[config.mk]
export PLATFORM = sky130hd
export DESIGN_NAME = apple_placer_flat
export DESIGN_NICKNAME = d
export VERILOG_FILES = /design/src/rtl/apple_placer_if.sv /design/src/rtl/apple_placer.sv /design/src/flat_wrapper.sv
export SDC_FILE = /design/constraint.sdc
export NUM_CORES = 1
export LEC_CHECK = 0
export CAP_MARGIN = 20
export CORE_UTILIZATION = 50
export CTS_CLUSTER_SIZE = 16
export DETAILED_ROUTE_END_ITERATION = 7
export PLACE_DENSITY = 0.72
export SLEW_MARGIN = 20
export SYNTH_ARGS = -nofsm -noshare
export SYNTH_HDL_FRONTEND = slang
export SYNTH_SLANG_ARGS = --single-unit
[constraint.sdc]
create_clock -name clock -period 6 [get_ports clock]
set_input_delay 1.2 -clock clock [delete_from_list [all_inputs] [get_ports clock]]
set_output_delay 1.2 -clock clock [all_outputs]
set_load 0.01 [all_outputs]
[src/rtl/apple_placer_if.sv]
// rtl/apple_placer_if.sv - occupancy query request/acknowledge bundle between placer and snake body
interface apple_placer_if;
  logic       occ_req;
  logic [9:0] occ_x;
  logic [9:0] occ_y;
  logic       occ_ack;
  logic       occ_hit;

  modport master (
    output occ_req,
    output occ_x,
    output occ_y,
    input  occ_ack,
    input  occ_hit
  );

  modport slave (
    input  occ_req,
    input  occ_x,
    input  occ_y,
    output occ_ack,
    output occ_hit
  );
endinterface

[src/rtl/apple_placer.sv]
// rtl/apple_placer.sv - LFSR-driven apple relocation with occupancy query and vsync-aligned commit
module apple_placer #(
  parameter int unsigned X_MIN     = 20,
  parameter int unsigned Y_MIN     = 20,
  parameter int unsigned STEP      = 10,
  parameter int unsigned X_CELLS   = 61,
  parameter int unsigned Y_CELLS   = 45,
  parameter int unsigned MAX_TRIES = 15,
  parameter logic [15:0] SEED      = 16'hACE1,
  parameter int unsigned START_X   = 400,
  parameter int unsigned START_Y   = 300
) (
  input  logic           clock,
  input  logic           reset,
  input  logic           apple_eat,
  input  logic           vert_sync,
  apple_placer_if.master occ,
  output logic [9:0]     apple_x,
  output logic [9:0]     apple_y,
  output logic           busy,
  output logic           place_fail
);

  localparam logic [9:0] X_MIN_W   = 10'(X_MIN);
  localparam logic [9:0] Y_MIN_W   = 10'(Y_MIN);
  localparam logic [9:0] STEP_W    = 10'(STEP);
  localparam logic [9:0] X_CELLS_W = 10'(X_CELLS);
  localparam logic [9:0] Y_CELLS_W = 10'(Y_CELLS);
  localparam logic [3:0] TRIES_W   = 4'(MAX_TRIES);
  localparam logic [9:0] START_X_W = 10'(START_X);
  localparam logic [9:0] START_Y_W = 10'(START_Y);

  typedef enum logic [2:0] {
    S_IDLE,
    S_PICK,
    S_QUERY,
    S_CHECK,
    S_FORCE,
    S_COMMIT
  } state_t;

  state_t      state_q;
  logic [15:0] lfsr_q;
  logic [15:0] lfsr_d;
  logic [3:0]  try_q;
  logic        vs_q;
  logic [9:0]  apple_x_q;
  logic [9:0]  apple_y_q;
  logic        occ_req_q;
  logic [9:0]  occ_x_q;
  logic [9:0]  occ_y_q;
  logic        busy_q;
  logic        place_fail_q;
  logic [9:0]  new_x_q;
  logic [9:0]  new_y_q;
  logic [9:0]  last_x_q;
  logic [9:0]  last_y_q;
  logic        last_vld_q;

  logic [5:0]  x_idx;
  logic [5:0]  y_idx;
  logic [9:0]  cand_x;
  logic [9:0]  cand_y;
  logic        cand_reject;
  logic        vs_rise;

  assign lfsr_d = {lfsr_q[14:0], lfsr_q[15] ^ lfsr_q[13] ^ lfsr_q[12] ^ lfsr_q[10]};

  assign x_idx  = lfsr_q[5:0];
  assign y_idx  = lfsr_q[11:6];
  assign cand_x = X_MIN_W + {4'd0, x_idx} * STEP_W;
  assign cand_y = Y_MIN_W + {4'd0, y_idx} * STEP_W;

  // Off-grid indices and a repeat of the current spot both burn a try without a query.
  assign cand_reject = ({4'd0, x_idx} >= X_CELLS_W) ||
                       ({4'd0, y_idx} >= Y_CELLS_W) ||
                       ((cand_x == apple_x_q) && (cand_y == apple_y_q));

  assign vs_rise = vert_sync & ~vs_q;

  always_ff @(posedge clock) begin
    if (reset) begin
      state_q      <= S_IDLE;
      lfsr_q       <= SEED;
      try_q        <= 4'd0;
      vs_q         <= 1'b0;
      apple_x_q    <= START_X_W;
      apple_y_q    <= START_Y_W;
      occ_req_q    <= 1'b0;
      occ_x_q      <= 10'd0;
      occ_y_q      <= 10'd0;
      busy_q       <= 1'b0;
      place_fail_q <= 1'b0;
      new_x_q      <= START_X_W;
      new_y_q      <= START_Y_W;
      last_x_q     <= START_X_W;
      last_y_q     <= START_Y_W;
      last_vld_q   <= 1'b0;
    end else begin
      lfsr_q       <= lfsr_d;
      vs_q         <= vert_sync;
      place_fail_q <= 1'b0;
      case (state_q)
        S_IDLE: begin
          try_q      <= 4'd0;
          last_vld_q <= 1'b0;
          if (apple_eat) begin
            state_q <= S_PICK;
            busy_q  <= 1'b1;
          end
        end
        S_PICK: begin
          try_q <= try_q + 4'd1;
          if (cand_reject) begin
            state_q <= S_CHECK;
          end else begin
            occ_x_q    <= cand_x;
            occ_y_q    <= cand_y;
            occ_req_q  <= 1'b1;
            last_x_q   <= cand_x;
            last_y_q   <= cand_y;
            last_vld_q <= 1'b1;
            state_q    <= S_QUERY;
          end
        end
        S_QUERY: begin
          if (occ.occ_ack) begin
            occ_req_q <= 1'b0;
            if (occ.occ_hit) begin
              state_q <= S_CHECK;
            end else begin
              new_x_q <= occ_x_q;
              new_y_q <= occ_y_q;
              state_q <= S_COMMIT;
            end
          end
        end
        S_CHECK: begin
          state_q <= (try_q == TRIES_W) ? S_FORCE : S_PICK;
        end
        S_FORCE: begin
          // Fall back to the last queried spot even though it hit the body.
          new_x_q      <= last_vld_q ? last_x_q : START_X_W;
          new_y_q      <= last_vld_q ? last_y_q : START_Y_W;
          place_fail_q <= 1'b1;
          state_q      <= S_COMMIT;
        end
        S_COMMIT: begin
          if (vs_rise) begin
            apple_x_q <= new_x_q;
            apple_y_q <= new_y_q;
            busy_q    <= 1'b0;
            state_q   <= S_IDLE;
          end
        end
        default: begin
          state_q   <= S_IDLE;
          busy_q    <= 1'b0;
          occ_req_q <= 1'b0;
        end
      endcase
    end
  end

  assign occ.occ_req = occ_req_q;
  assign occ.occ_x   = occ_x_q;
  assign occ.occ_y   = occ_y_q;
  assign apple_x     = apple_x_q;
  assign apple_y     = apple_y_q;
  assign busy        = busy_q;
  assign place_fail  = place_fail_q;

endmodule

[src/flat_wrapper.sv]
// flat-port wrapper written by rule: the top's interface ports become plain ports
module apple_placer_flat 
#(
  parameter int unsigned X_MIN     = 20,
  parameter int unsigned Y_MIN     = 20,
  parameter int unsigned STEP      = 10,
  parameter int unsigned X_CELLS   = 61,
  parameter int unsigned Y_CELLS   = 45,
  parameter int unsigned MAX_TRIES = 15,
  parameter logic [15:0] SEED      = 16'hACE1,
  parameter int unsigned START_X   = 400,
  parameter int unsigned START_Y   = 300
)
  (clock, reset, apple_eat, vert_sync, apple_x, apple_y, busy, place_fail, occ_occ_req, occ_occ_x, occ_occ_y, occ_occ_ack, occ_occ_hit);
  apple_placer_if occ_i ();
  input  logic clock;
  input  logic reset;
  input  logic apple_eat;
  input  logic vert_sync;
  output logic [9:0] apple_x;
  output logic [9:0] apple_y;
  output logic busy;
  output logic place_fail;
  output wire logic [$bits(occ_i.occ_req)-1:0] occ_occ_req;
  output wire logic [$bits(occ_i.occ_x)-1:0] occ_occ_x;
  output wire logic [$bits(occ_i.occ_y)-1:0] occ_occ_y;
  input wire logic [$bits(occ_i.occ_ack)-1:0] occ_occ_ack;
  input wire logic [$bits(occ_i.occ_hit)-1:0] occ_occ_hit;
  assign occ_occ_req = occ_i.occ_req;
  assign occ_occ_x = occ_i.occ_x;
  assign occ_occ_y = occ_i.occ_y;
  assign occ_i.occ_ack = occ_occ_ack;
  assign occ_i.occ_hit = occ_occ_hit;
  apple_placer #(.X_MIN(X_MIN), .Y_MIN(Y_MIN), .STEP(STEP), .X_CELLS(X_CELLS), .Y_CELLS(Y_CELLS), .MAX_TRIES(MAX_TRIES), .SEED(SEED), .START_X(START_X), .START_Y(START_Y)) u_core (.clock(clock), .reset(reset), .apple_eat(apple_eat), .vert_sync(vert_sync), .occ(occ_i), .apple_x(apple_x), .apple_y(apple_y), .busy(busy), .place_fail(place_fail));
endmodule
* Yosys cells after proc, flatten, opt, wreduce, memory -nomap -nowiden
Cells that the tools add are included.
Word-level totals: output and inout port bits 43, register bits 108, word-level logic and storage cells 83
Operators by class: mux-type cells 24, bitwise logic cells 8, multipliers 2, order comparisons 2, add/sub/neg operators 3, equality and inequality tests 13, reductions and logical operators 15
Operators by type and width (count):
- two-way mux 10 bit | 6
- one-hot mux 10 bit (2 select lines) | 2
- adder 5 x 10 -> 10 bit, first input constant | 2
- equality test 10 bit | 2
- multiplier 6 x 3 -> 9 bit, second input constant | 2
- one-hot mux 3 bit (6 select lines) | 1
- two-way mux 3 bit | 5
- >= comparator 6 bit, second input constant | 2
- AND reduction 3 bit | 4
- inequality test 2 bit, second input constant | 4
- one-hot mux 4 bit (2 select lines) | 1
- OR reduction 4 bit | 2
- equality test 3 x 2 -> 1 bit, second input constant | 2
- equality test 3 bit, second input constant | 2
- two-way mux 1 bit | 6
- one-hot mux 1 bit (3 select lines) | 2
- AND reduction 2 bit | 3
- adder 4 x 1 -> 4 bit, second input constant | 1
- equality test 4 bit, second input constant | 1
- inverter 1 bit | 4
- nonzero test 2 bit | 2
- equality test 3 x 1 -> 1 bit, second input constant | 1
- logical NOT 3 bit | 1
- XOR 1 bit | 3
- 5 further kinds | 6

* Depth between registers and ports, before layout
Gate-level depths: netlist of run 1.
word-level depth 7, depth in mapped cells 13, depth with buffers taken out 11

* Worst setup path after synthesis of run 1
OpenSTA, ideal clock, no wires.
path type register -> register, start point reg u_core.lfsr_q[7], end point reg u_core.last_y_q[9], data arrival time 3.260 ns, clock period less this slack 3.401 ns, path slack 2.599 ns, cell stages (with the launch flop) 13, buffers on the path 2, cell sequence dfxtp_1 -> ha_1 -> ha_1 -> fa_1 -> xnor3_1 -> a211o_1 -> nor4_2 -> nand4_2 -> or4_1 -> buf_2 -> buf_6 -> a31oi_1 -> a211oi_1
On the way: word-level cells in the longest chain between the ends 7
Ends and longest elaborated chain:
- from (decl) | RTL line apple_placer.sv:43 | logic [15:0] lfsr_q;
- from (signal assigned) | RTL line apple_placer.sv:100 | lfsr_q <= lfsr_d;
- multiplier 6 x 3 -> 9 bit | RTL line apple_placer.sv:72 | assign cand_y = Y_MIN_W + {4'd0, y_idx} * STEP_W;
- adder 5 x 10 -> 10 bit | RTL line apple_placer.sv:72
- equality test 10 bit | RTL line apple_placer.sv:77 | ((cand_x == apple_x_q) && (cand_y == apple_y_q));
- logical AND 1 bit | RTL line apple_placer.sv:77
- logical OR 1 bit | RTL line apple_placer.sv:76 | ({4'd0, y_idx} >= Y_CELLS_W) ||
- inverter 1 bit (no line)
- AND reduction 2 bit (no line)
- to (signal assigned) | RTL line apple_placer.sv:121 | last_y_q <= cand_y;
- to (decl) | RTL line apple_placer.sv:57 | logic [9:0] last_y_q;
Several ways; a longest one is shown, not always the timed one. A chain may end at the register's enable or synchronous reset.

* Worst setup path after layout of run 1
start point reg u_core.lfsr_q[1], end point reg u_core.last_x_q[4]
On the way: word-level cells in the longest chain between the ends 7
Ends and longest elaborated chain:
- multiplier 6 x 3 -> 9 bit | RTL line apple_placer.sv:71 | assign cand_x = X_MIN_W + {4'd0, x_idx} * STEP_W;
- adder 5 x 10 -> 10 bit | RTL line apple_placer.sv:71
- equality test 10 bit | RTL line apple_placer.sv:77
- logical AND 1 bit | RTL line apple_placer.sv:77
- logical OR 1 bit | RTL line apple_placer.sv:76
- inverter 1 bit (no line)
- AND reduction 2 bit (no line)
- to (signal assigned) | RTL line apple_placer.sv:120 | last_x_q <= cand_x;
- to (decl) | RTL line apple_placer.sv:56 | logic [9:0] last_x_q;
Several ways; a longest one is shown, not always the timed one.

==> run metrics, run 1 <==
antenna diode count=0; Highest Signal Layer=met4; reg2reg end=u_core.last_x_q[4]; P&R area growth vs syn=12.5%; clk root buf=clkbuf_8; 1st-pass router iterations=4; Detailed Place HPWL=7310 um; grt ovf=0; R2R setup slack=1730 ps; most common cell after layout, fill and taps aside=dfxtp_1; # nets final=546; fraction of layout cells with a size suffix above 1=8.59%; flop and latch count out of synthesis=89; GRT Total Usage=25.6%; Worst EP required=6210 ps; gpl congestion=0.834; startpoint types=flop; Post CTS Setup Buffer Count=0; Register Area=1780 um^2; setup violators final=0; FP Rows=33; die area=9220 um^2; Worst R2R Start=u_core.lfsr_q[1]; vias in the first global route=3,408; fin crit share=71.2%; Skew-Pair Late Insertion Delay=370 ps; most frequent cells in the layout=dfxtp_1 (89), nand2_1 (66), a21oi_1 (45); reg2reg path depth=11; Clock Sinks=89; worst IR drop on VDD=143 uV; worst hold path class=flop to flop; TritonCTS clock tree=yes; initial antenna violation count=0; synthesized area per cell=8.79 um^2; fin crit period=4270 ps; Synth area leader=dfxtp_1; number of CTS-inserted buffers=9; worst-case clock skew=11.4 ps; CP startpoint=u_core.lfsr_q[1]; DIE WIDTH=96.0 um; Die Ht=96.0 um; async set-reset flop share out of synthesis=0%; Slew @ Worst Pin=937 ps; CP arrival=4480 ps; Synth Cell Area=4420 um^2; Top FF cell, synth=dfxtp_1; WL final=10,900 um; largest net degree at the start of global routing=68; fillers=756; first-pass GRT wire length=17,600 um; WL met3=672 um; Post-CTS Hold Buffers=0; Reg clk slew, reported paths=100 ps; wl on met1=5190 um; vias=3,644; dominant cells by area after synthesis=dfxtp_1 (40%), nand2_1 (5.6%), ha_1 (5.4%); DRT iter0 DRCs=240; Initial Util=52.7%; Multi-input gate area=2360 um^2; PostCTS Resize Cnt=0; Setup CP Type=flop to flop; post-synthesis cell count=503; DRC violation count after routing=0; # IOs=49; Max clock buf depth=2; Slew HR=37.1%; Routed WL per cell=17.3 um; buffers added on ports=44; Worst Setup End Kind=flop; H-tree Lvls=3; Ys Warns=0; total negative slack=0 ps; outcome=finished clean; Post-synth EDFFs=0; core area=8380 um^2; Final Max Slew Viols=0; via/cell ratio=5.79; Max Freq=234 MHz; Pwr per Cell Area=278 nW/um^2; antenna viol nets, final=0; crit-path max FO=25; Netlist cell types=55; Final Hold Vio Count=0; utilization of the core after routing=59.3%; WL met2=4830 um; Critical Path Sink=u_core.last_x_q[4]; Max Cap Viol=0; Leakage=1.95 nW; sequential area share after synthesis=40.3%; RSZ-0062 raised after global routing=no; post-synth top area share=40.3%
final cells by class:
type                    instances  share of cell area, %
multi-input cells             361                   47.6
flip-flops and latches         89                   35.8
repair buffers                 49                   9.51
clock buffers                  10                   2.77
well taps                     105                   2.64
clock inverters                 6                   1.01
inverters                       9                  0.679
state kept, by name, summed over array words and instances, names as in the netlist, 4 cells and up:
name,cells
u_core.lfsr_q,16
u_core.apple_x,9
u_core.apple_y,9
u_core.last_x_q,9
u_core.last_y_q,9
u_core.new_x_q,9
u_core.new_y_q,9
u_core.occ.occ_y,4
u_core.try_q,4
layer usage:
layer  vias to the layer above  GRT usage, %
li1                       1803             -
met1                      1712          35.6
met2                       114          39.3
met3                        15          4.98
met4                         0          8.96
met5                         -             0
power breakdown:
part           leakage, nW  internal [mW]  total, mW  switching (mW)
Combinational         1.14          0.139      0.318           0.178
Sequential           0.726          0.626      0.666          0.0397
Clock               0.0895          0.166      0.397           0.231
cell usage after synthesis (7+ instances only):
library cell  instances
xor2_1               15
buf_4                15
inv_1                 9
dfxtp_1              89
clkbuf_1             25
a31oi_1              14
nand2_1              66
o211ai_1              9
o31ai_1              10
nor2b_1               9
nand4_1              11
nor2_1               18
xnor2_1              14
or2_2                 9
nor3_1               11
nand3b_1              7
ha_1                 19
a21oi_1              45
nand3_1              29
through the flow:
stage	worst slack, ps	power [mW]	instances	hold slack [ps]	instance area [um^2]
2_1_floorplan	2600	0.912	506	389	4430
5_1_grt	1550	1.45	629	465	4970
3_3_place_gp	1920	0.988	613	400	4780
3_5_place_dp	1820	0.993	613	421	4780
6_report	1730	1.38	629	438	4970
4_1_cts	1780	1.39	629	444	4970
how the worst min path moves through the flow:
stage	depth (start not counted)	end	slack (ps)	from
after floorplan	1	u_core.lfsr_q[15]	390	u_core.lfsr_q[14]
after global routing	2	u_core.apple_y[7]	460	u_core.new_y_q[7]
after global placement	1	u_core.lfsr_q[15]	400	u_core.lfsr_q[14]
final	1	u_core.lfsr_q[15]	440	u_core.lfsr_q[14]
after detailed placement	1	u_core.lfsr_q[15]	420	u_core.lfsr_q[14]
after CTS	1	u_core.lfsr_q[15]	440	u_core.lfsr_q[14]
cell families (layout without fill, tap and decap cells):
group | count (synthesis) | after routing | synth area share (%)
simple gates | 184 | 184 | 21.6
buf+inv | 56 | 74 | 6.43
compound gates | 118 | 118 | 17.2
flops | 89 | 89 | 40.3
other cells | 1 | 4 | 0.0849
fa+ha+maj | 21 | 21 | 6.29
xor+xnor | 34 | 34 | 8.15
critical path, cell delays in order, from the launching register on:
cell	delay [ps]
dfxtp_1	500
ha_1	290
ha_1	230
fa_1	600
o21a_1	190
xor2_1	300
xor2_1	130
nor4_2	360
nand4_2	180
or4_1	870
nand4_1	330
o211ai_1	130
No activity file was read; power rests on OpenSTA's default activity.
==> inputs of run 2 (changes only) <==
--- a/config.mk
+++ b/config.mk
@@ -9,7 +9,7 @@
 export CORE_UTILIZATION = 50
 export CTS_CLUSTER_SIZE = 16
 export DETAILED_ROUTE_END_ITERATION = 7
-export PLACE_DENSITY = 0.72
+export PLACE_DENSITY = 0.75
 export SLEW_MARGIN = 20
 export SYNTH_ARGS = -nofsm -noshare
 export SYNTH_HDL_FRONTEND = slang
==> constraint.sdc (replaced) <==
create_clock -name clock -period 3.9 [get_ports clock]
set_input_delay 0.78 -clock clock [delete_from_list [all_inputs] [get_ports clock]]
set_output_delay 0.78 -clock clock [all_outputs]
set_load 0.01 [all_outputs]
==> run metrics, run 2 (synthesized netlist as in run 1, its figures left out) <==
Skew-Pair Late Insertion Delay=360 ps; initial antenna violation count=0; fin crit period=3690 ps; WL met2=5280 um; total negative slack=0 ps; Leakage=1.98 nW; core area=8380 um^2; Final Max Slew Viols=0; # nets final=552; Final Non-Filler Cells=635; Detailed Place HPWL=7740 um; setup violators final=0; fin crit share=94.5%; antenna viol nets, final=0; Hold Crit Start=u_core.lfsr_q[14]; CP startpoint=u_core.lfsr_q[9]; Routed WL per cell=17.3 um; WL final=11,000 um; fraction of layout cells with a size suffix above 1=9.62%; via/cell ratio=5.86; Slew @ Worst Pin=840 ps; number of CTS-inserted buffers=9; crit-path max FO=25; top cell family by delay on the critical path=adder cells; largest net degree at the start of global routing=46; Max Freq=271 MHz; Max Cap Viol=0; outcome=finished clean; vias in the first global route=3,524; Die Ht=96.0 um; antenna diode count=0; TritonCTS clock tree=yes; WP buf/inv=1; Clock Sinks=89; Worst R2R Start=u_core.lfsr_q[9]; Setup CP Type=flop to flop; cell chain of the critical path=ha_1 > ha_1 > fa_1 > o21a_1 > xor2_1 > xor2_1 > nor4_2 > nand4_2 > or4_1 > buf_4 > a31oi_1 > o21ai_1; Max stage delay cell, worst path=fa_1; CP arrival=3910 ps; worst-case clock skew=10.7 ps; Top reg by flops=u_core.lfsr_q; GRT Total Usage=25.5%; die area=9220 um^2; max reg flops=16; Final Hold Vio Count=0; worst IR drop on VDD=245 uV; grt ovf=0; Worst EP required=4120 ps; Post CTS Setup Buffer Count=0; WL met3=632 um; DP Cell Count=619; most common cell after layout, fill and taps aside=dfxtp_1; final worst slack=214 ps; most frequent cells in the layout=dfxtp_1 (89), nand2_1 (66), a21oi_1 (45); Slew HR=44.0%; Post-CTS Hold Buffers=0; DRC violation count after routing=0; PostCTS Resize Cnt=0; # IOs=49; Max clock buf depth=2; RSZ-0062 raised after global routing=no; vias=3,721; WHS=429 ps; worst hold path class=flop to flop; Reg clk slew, reported paths=90 ps; FP Rows=33; wl on met1=4950 um; startpoint types=flop; Initial Util=52.7%; Post-Place Worst Slack=263 ps; Pwr per Cell Area=420 nW/um^2; Highest Signal Layer=met4; CP max stage delay=610 ps; DRT iter0 DRCs=276; DIE WIDTH=96.0 um; buffers added on ports=44; 1st-pass router iterations=5; P&R area growth vs syn=13.3%; H-tree Lvls=3; first-pass GRT wire length=17,600 um; clk root buf=clkbuf_8; Worst Setup End Kind=flop; gpl congestion=0.858
-- run 2: changes by cell type in the layout (fill, tap and decap cells not counted) --
cell      before  now
clkinv_2       0    1
clkinv_4       2    3
clkbuf_8      10    9
inv_6          2    1
buf_4          5   11
-- run 2: path summary, 6_finish.rpt --
check	endpoint	slack (ps)	cells past startpoint
setup / recovery	u_core.last_x_q[8]	210	12
hold / removal	u_core.lfsr_q[15]	430	1
setup reg to reg	u_core.last_x_q[8]	210	12
hold reg to reg	u_core.lfsr_q[15]	430	1
-- run 2: where the power goes --
group / internal (mW) / leakage, nW / total [mW] / switching, mW
Combinational: 0.218 / 1.17 / 0.500 / 0.282
Clock: 0.236 / 0.0858 / 0.585 / 0.349
Sequential: 0.963 / 0.726 / 1.02 / 0.0582
Total: 1.42 / 1.98 / 2.11 / 0.689
-- run 2: layer usage --
layer  track usage (%)  up-vias
met5                 0        -
met4              7.46        0
met1              34.3     1780
li1                  -     1810
met3              5.29       12
met2              41.1      119
-- run 2: area by class of cell --
type	instances	area, um^2
Clock inverter	7	55.1
Timing Repair Buffer	55	518
Multi-Input combinational cell	361	2360
Inverter	9	33.8
Tap cell	105	131
Sequential cell	89	1780
Clock buffer	9	124
Fill cell	744	3370
-- run 2: per-stage QoR --
stage	util, %	power, mW	cell area (um^2)
3_5_place_dp	57.6	1.53	4830
4_1_cts	59.8	2.11	5010
5_1_grt	59.8	2.21	5010
3_3_place_gp	57.6	1.52	4830
6_report	59.8	2.11	5010
2_1_floorplan	-	1.40	4430
